[src/rtl/pipelined_addsub.sv]
// pipelined_addsub: chunked carry-pipelined add/sub with Y86 flags.
// Build option ADDSUB_SAT_EN clamps overflowed results to the signed limit.
module pipelined_addsub #(
    parameter int WIDTH  = 64,
    parameter int STAGES = 4
) (
    input  logic             clk,
    input  logic             rst,
    input  logic             in_valid,
    output logic             in_ready,
    input  logic [WIDTH-1:0] a,
    input  logic [WIDTH-1:0] b,
    input  logic             cin,
    input  logic             sub,
    output logic             out_valid,
    input  logic             out_ready,
    output logic [WIDTH-1:0] result,
    output logic             zf,
    output logic             sf,
    output logic             of,
    output logic             cf
);

    localparam int CHUNK = WIDTH / STAGES;

    generate
        if (WIDTH % STAGES != 0) begin : g_bad_cfg
            $error("pipelined_addsub: WIDTH must be a multiple of STAGES");
        end
    endgenerate

    // registered state leaving stage k
    logic [WIDTH-1:0] ra [STAGES];
    logic [WIDTH-1:0] rb [STAGES];
    logic [WIDTH-1:0] rr [STAGES];
    logic             rc [STAGES];
    logic             rs [STAGES];
    logic             rv [STAGES];

    // combinational view entering stage k
    logic [WIDTH-1:0] xa [STAGES];
    logic [WIDTH-1:0] xb [STAGES];
    logic [WIDTH-1:0] xr [STAGES];
    logic             xc [STAGES];
    logic             xs [STAGES];
    logic             xv [STAGES];
    logic [WIDTH-1:0] nr [STAGES];
    logic             nc [STAGES];

    logic [CHUNK:0]   t;
    logic [WIDTH-1:0] fres;
    logic             fof;
    logic             fcf;
    logic             advance;

    assign advance   = !out_valid || out_ready;
    assign in_ready  = advance;
    assign out_valid = rv[STAGES-1];

    // route stage inputs and resolve one chunk per stage
    always_comb begin
        t     = '0;
        xa[0] = a;
        xb[0] = sub ? ~b : b;
        xr[0] = '0;
        xc[0] = cin ^ sub;
        xs[0] = sub;
        xv[0] = in_valid;
        for (int k = 1; k < STAGES; k++) begin
            xa[k] = ra[k-1];
            xb[k] = rb[k-1];
            xr[k] = rr[k-1];
            xc[k] = rc[k-1];
            xs[k] = rs[k-1];
            xv[k] = rv[k-1];
        end
        for (int k = 0; k < STAGES; k++) begin
            t = {1'b0, xa[k][k*CHUNK +: CHUNK]}
              + {1'b0, xb[k][k*CHUNK +: CHUNK]}
              + {{CHUNK{1'b0}}, xc[k]};
            nr[k] = xr[k];
            nr[k][k*CHUNK +: CHUNK] = t[CHUNK-1:0];
            nc[k] = t[CHUNK];
        end
    end

    // final-stage flags; optional clamp on signed overflow
    always_comb begin
        fres = nr[STAGES-1];
        fof  = (xa[STAGES-1][WIDTH-1] == xb[STAGES-1][WIDTH-1])
            && (fres[WIDTH-1] != xa[STAGES-1][WIDTH-1]);
        fcf  = nc[STAGES-1] ^ xs[STAGES-1];
`ifdef ADDSUB_SAT_EN
        if (fof) begin
            if (xa[STAGES-1][WIDTH-1])
                fres = {1'b1, {(WIDTH-1){1'b0}}};
            else
                fres = {1'b0, {(WIDTH-1){1'b1}}};
        end
`else
        fres = fres;
`endif
    end

    // advance all stages together; bubbles never touch data or outputs
    always_ff @(posedge clk or posedge rst) begin
        if (rst) begin
            for (int k = 0; k < STAGES; k++) begin
                ra[k] <= '0;
                rb[k] <= '0;
                rr[k] <= '0;
                rc[k] <= 1'b0;
                rs[k] <= 1'b0;
                rv[k] <= 1'b0;
            end
            result <= '0;
            zf     <= 1'b0;
            sf     <= 1'b0;
            of     <= 1'b0;
            cf     <= 1'b0;
        end else if (advance) begin
            for (int k = 0; k < STAGES; k++) begin
                rv[k] <= xv[k];
                if (xv[k]) begin
                    ra[k] <= xa[k];
                    rb[k] <= xb[k];
                    rr[k] <= nr[k];
                    rc[k] <= nc[k];
                    rs[k] <= xs[k];
                end
            end
            if (xv[STAGES-1]) begin
                result <= fres;
                zf     <= (fres == '0);
                sf     <= fres[WIDTH-1];
                of     <= fof;
                cf     <= fcf;
            end
        end
    end

endmodule

[config.mk]
export PLATFORM = sky130hd
export DESIGN_NAME = pipelined_addsub
export DESIGN_NICKNAME = d
export VERILOG_FILES = /design/src/rtl/pipelined_addsub.sv
export SDC_FILE = /design/constraint.sdc
export NUM_CORES = 1
export LEC_CHECK = 0
export CAP_MARGIN = 20
export CORE_MARGIN = 5
export CORE_UTILIZATION = 50
export DETAILED_ROUTE_END_ITERATION = 8
export DONT_BUFFER_PORTS = 1
export PLACE_DENSITY = 0.67
export SETUP_SLACK_MARGIN = 0.02
export SLEW_MARGIN = 5
export SYNTH_ARGS = -nofsm -noshare
export SYNTH_HDL_FRONTEND = slang
export SYNTH_SLANG_ARGS = --single-unit
[constraint.sdc]
create_clock -name clk -period 15.1 [get_ports clk]
set_input_delay 2.265 -clock clk [delete_from_list [all_inputs] [get_ports clk]]
set_output_delay 2.265 -clock clk [all_outputs]
set_load 0.01 [all_outputs]
* Word level (Yosys, flattened, before mapping)
Cells that the tools add are included.
W data, S select, Z words.
** Cells by class
- Reduce and logical (&&, ||, !) cells :: 8
- Bitwise gates (word level) :: 3
- $add $sub $neg :: 8
- Equality and inequality tests :: 2
- Mux-type cells :: 1
** Operator list (count)
- $add A16 B16 Y17 :: 4
- $add A17 B1 Y17 :: 4
- $logic_not A64 Y1 :: 1
- $mux W64 :: 1
- $not A64 Y64 :: 1
- $reduce_and A2 Y1 :: 4
- $xor A1 B1 Y1 :: 2
- $eq A1 B1 Y1 :: 1
- $logic_and A1 B1 Y1 :: 1
- $logic_not A1 Y1 :: 1
- $logic_or A1 B1 Y1 :: 1
- $ne A1 B1 Y1 :: 1
** Storage, ports and cells
- Flip-flop bits (word level) :: 558
- Logic and storage cells :: 46

* Logic depth before layout (Yosys ltp)
- Depth in word-level cells :: 4
- Gate-level depth with buffers :: 14
- Depth with buffers taken out :: 12

* Worst setup path after synthesis
No wires, ideal clock.
- Path kind :: input to register
- From :: input sub
- To :: register rc[3] (netlist bit)
- Library setup time :: 0.087 ns
- Data required time :: 15.013 ns
- Stages on the path :: 14
- Arrival :: 5.125 ns
- Setup slack :: 9.888 ns
- Cells stage by stage :: clkbuf_1 > buf_2 > buf_1 > xnor2_1 > fa_1 > fa_1 > nor2b_1 > o21a_1 > o21ai_0 > a21oi_1 > o211ai_1 > a31oi_1 > o21ai_0 > a22oi_1
** On the way
- Cells in the longest elaborated chain, start to end :: 3
- Elaborated cells between the ends (all ways) :: 4
- Those cells by class :: add/sub: 2; mux: 1; bitwise: 1
** Ends and longest elaborated chain
- from (decl) :: RTL line 14 : input logic sub,
- $mux W64 :: RTL line 64 : xb[0] = sub ? ~b : b;
- $add A16 B16 Y17 :: RTL line 79 : + {1'b0, xb[k][k*CHUNK +: CHUNK]}
- $add A17 B1 Y17 (*) :: RTL line 80 : + {{CHUNK{1'b0}}, xc[k]};
- to (signal, indexed assignment) :: RTL line 128 : rc[k] <= nc[k];
- to (decl) :: RTL line 36 : logic rc [STAGES];
Mark *: on every way between the ends. The rest lies on a longest branch, timed or not.
A chain may end at the register's enable or synchronous reset.

* Final worst setup path
- From :: input out_ready
- To :: output in_ready
** On the way
- Cells in the longest elaborated chain, start to end :: 1
** Ends and longest elaborated chain
- from (decl) :: RTL line 16 : input logic out_ready,
- $logic_or A1 B1 Y1 :: RTL line 56 : assign advance = !out_valid || out_ready;
- to (decl) :: RTL line 10 : output logic in_ready,
No other way between the ends.

==> results_dict.tcl <==
set metrics [dict create \
    hold_viol 0 \
    drt-total-wl_um 34260 \
    async_reset_ff_frac 1.000 \
    synth-simple-area-share 0.07386 \
    grt_use_total 0.1839 \
    power.leakage_uw 0.008256 \
    grt_start_max_net_pins 166 \
    rsz0062_at_grt "false" \
    rows 67 \
    hold_path.class "reg -> reg" \
    synth_adder_area_share 0.05366 \
    tns_ns 0 \
    arrival_ns 2.67 \
    htreeDepth 2 \
    clock-sinks 365 \
    drc 0 \
    top_layer_used "met5" \
    grt_pass1_vias 10928 \
    post_cts_resized 0 \
    max_stage_delay_ns 0.31 \
    clock_path_buffers 3 \
    worstSetupEndpointType "primary output" \
    seqPwrFrac 0.398 \
    ys.flop_type "dfrtp_1" \
    io_pins 204 \
    viasPerCell 5.443 \
    slowest_stage "buf_4" \
    fp.dieArea_mm2 0.03773 \
    maxCapViolCount 0 \
    irDropWorstVdd_mv 0.1296 \
    combPwrFrac 0.384 \
    fp.dieH_um 194.3 \
    utilization 0.5585 \
    antenna_cells 0 \
    wl_met3_um 1905 \
    dieWidth_um 194.3 \
    netlist_area_mm2 0.01697 \
    io_buffers 0 \
    reg2reg_depth 11 \
    path_cells "nand2b_1 > buf_4" \
    layout-drive-gt1-share 0.2479 \
    syn_avg_cell_area_um2 12.20 \
    vias 10102 \
    ant_nets 0 \
    setup_viol 0 \
    period_share 0.3270 \
    yosysWarningCount 0 \
    wl_per_cell_um 18.46 \
    cts_hold_buf 0 \
    status "finished, final reports clean" \
    crit_family "buffers and inverters" \
    finalCriticalPeriod_ns 4.937 \
    dr.pass1.iters 4 \
    synth_mux_area_frac 0.1664 \
    area_growth_pct 10.34 \
    synth_xor_area_frac 0.05565 \
    gp_congestion 0.8104 \
    cts_tree "done" \
    postSynthCellCount 1391 \
    worst-path-stages 2 \
    clkTransAtPathRegs_ns 0.05 \
    grt_pass1_wl_um 57310 \
    synth_compound_area_frac 0.09251 \
    dp_hpwl_um 23250 \
    grt-ovfl-total 0 \
    insertion_delay_ns 0.54 \
    crit_buf_inv 1 \
    drt_iter0_drc 357 \
    whs_path_depth 2 \
    pwr-share-clk 0.218 \
    postCtsSetupBuffers 0 \
    synth_cell_types 67 \
    synth_fp_nets 1593 \
    synth_top_family_by_area "multiplexers" \
    start_util 0.5062 \
    switching_share 0.3570 \
    wl_met2_um 15910 \
    powerDensity_mw_per_mm2 235.0 \
    max_freq_mhz 202.6 \
    cp_max_fo 15 \
    p_int_uw 2830 \
    fp.coreArea_mm2 0.03353 \
    p_sw_uw 1571 \
    synth_edf_count 0 \
    reg2reg_slack_ns 11.58 \
    maxSlewViolCount 0 \
    ys_ff_latch 365 \
    worstMarginPinSlew_ns 1.062 \
    crit_type "in -> out" \
    m1WireLength_um 15690 \
    crit_required_ns 12.84 \
    startpoint_type "primary input" \
    ys_seq_area_frac 0.5381 \
    cts_root_buffer "clkbuf_16" \
    antenna_found_initial 1 \
    numCtsBuffers 40 \
    skew_ns 0.02210 \
    slew-limit-headroom 0.2911 \
    nets 1581 \
]
==> cell type report <==
class	count	area (µm²)
Tap cell	448	560.5
Sequential cell	365	9134
Clock inverter	13	126.4
Timing Repair Buffer	7	85.08
Clock buffer	58	1180
Fill cell	2854	14800
Multi-Input combinational cell	938	7535
Inverter	27	108.9
==> cell families (layout without fill, tap and decap cells) <==
family	count (synthesis)	count (layout)
buffers and inverters	88	105
XOR/XNOR	107	107
AO/OA/AOI/OAI	246	246
flip-flops	365	365
AND/OR/NAND/NOR	266	266
multiplexers	251	251
adder cells (fa/ha/maj)	68	68
==> placed cells by master, fill, tap and decap left out, types with 6 or more instances in the layout <==
| cell | count |
|---|---|
| clkbuf_1 | 8 |
| mux2_2 | 250 |
| nor2_1 | 39 |
| nor3_1 | 17 |
| nor3b_1 | 6 |
| a21oi_1 | 35 |
| xnor2_1 | 65 |
| o21ai_0 | 120 |
| nand2_1 | 126 |
| o31ai_1 | 9 |
| ha_1 | 60 |
| nand3_1 | 11 |
| and3_1 | 8 |
| fa_1 | 8 |
| a211oi_1 | 8 |
| nand4_1 | 8 |
| nor4_1 | 13 |
| clkbuf_16 | 41 |
| o211ai_1 | 6 |
| nand2b_1 | 12 |
| xor2_1 | 41 |
| clkbuf_8 | 9 |
| inv_1 | 26 |
| a21o_1 | 10 |
| dfrtp_1 | 365 |
| o21a_1 | 11 |
| clkinv_2 | 8 |
==> cells in the mapped netlist, types with 4 or more instances <==
library cell	number	share of area
a211o_1	4	0.0021
a211oi_1	8	0.0035
a21o_1	10	0.0044
a21oi_1	35	0.010
a31o_2	4	0.0021
a31oi_1	4	0.0015
and3_1	8	0.0029
buf_1	26	0.0057
clkbuf_1	33	0.0073
dfrtp_1	365	0.54
fa_1	8	0.0094
ha_1	60	0.044
inv_1	27	0.0060
mux2_2	250	0.17
nand2_1	130	0.029
nand2b_1	12	0.0044
nand3_1	11	0.0032
nand4_1	8	0.0029
nor2_1	39	0.0086
nor3_1	17	0.0050
nor3b_1	6	0.0027
nor4_1	13	0.0048
nor4b_1	4	0.0021
o211ai_1	6	0.0027
o21a_1	11	0.0049
o21ai_0	120	0.035
o21bai_1	5	0.0022
o31ai_1	9	0.0040
or2_2	5	0.0018
xnor2_1	65	0.034
xor2_1	41	0.021
==> worst paths after layout <==
| kind | startpoint | endpoint |
|---|---|---|
| max | out_ready | in_ready |
| min | nr[93] | nr[93] |
| max reg2reg | ra[112] | zf |
| min reg2reg | nr[93] | nr[93] |
| max in group asynchronous | rst | rb[251] |
| min in group asynchronous | rst | ra[243] |
==> routing by layer <==
metal  vias to the layer above  global-route usage
met2                       186              0.3009
li1                       4891                   -
met4                         2             0.05078
met1                      4971              0.2439
met5                         -                   0
met3                        52             0.04987
==> per-stage QoR <==
stage	setup slack [ns]	hold slack (ns)	instances	power, µW	area, µm²
floorplan	2.703	0.4446	1391	3044	16970
global placement	10.16	0.4600	1784	3406	17400
detailed placement	10.17	0.4677	1784	3475	17400
CTS	10.16	0.4808	1855	4460	18700
global route	10.12	0.5008	1856	4742	18730
finish	10.16	0.4754	1856	4402	18730
==> power groups by stage <==
stage	clock network, µW	registers [µW]	logic (µW)
after global routing	1030	1810	1900
after floorplan	0	1650	1400
after global placement	0	1760	1640
final	959	1750	1690
after detailed placement	0	1780	1700
after CTS	988	1760	1710
==> registers in the layout, indices dropped and copies added (netlist names) <==
signal     flops
zf             1
of             1
rb            96
rs             3
fres          48
nr            48
out_valid      1
rc             3
cf             1
result        64
ra            96
rv             3
No activity file was read; power rests on OpenSTA's default activity.
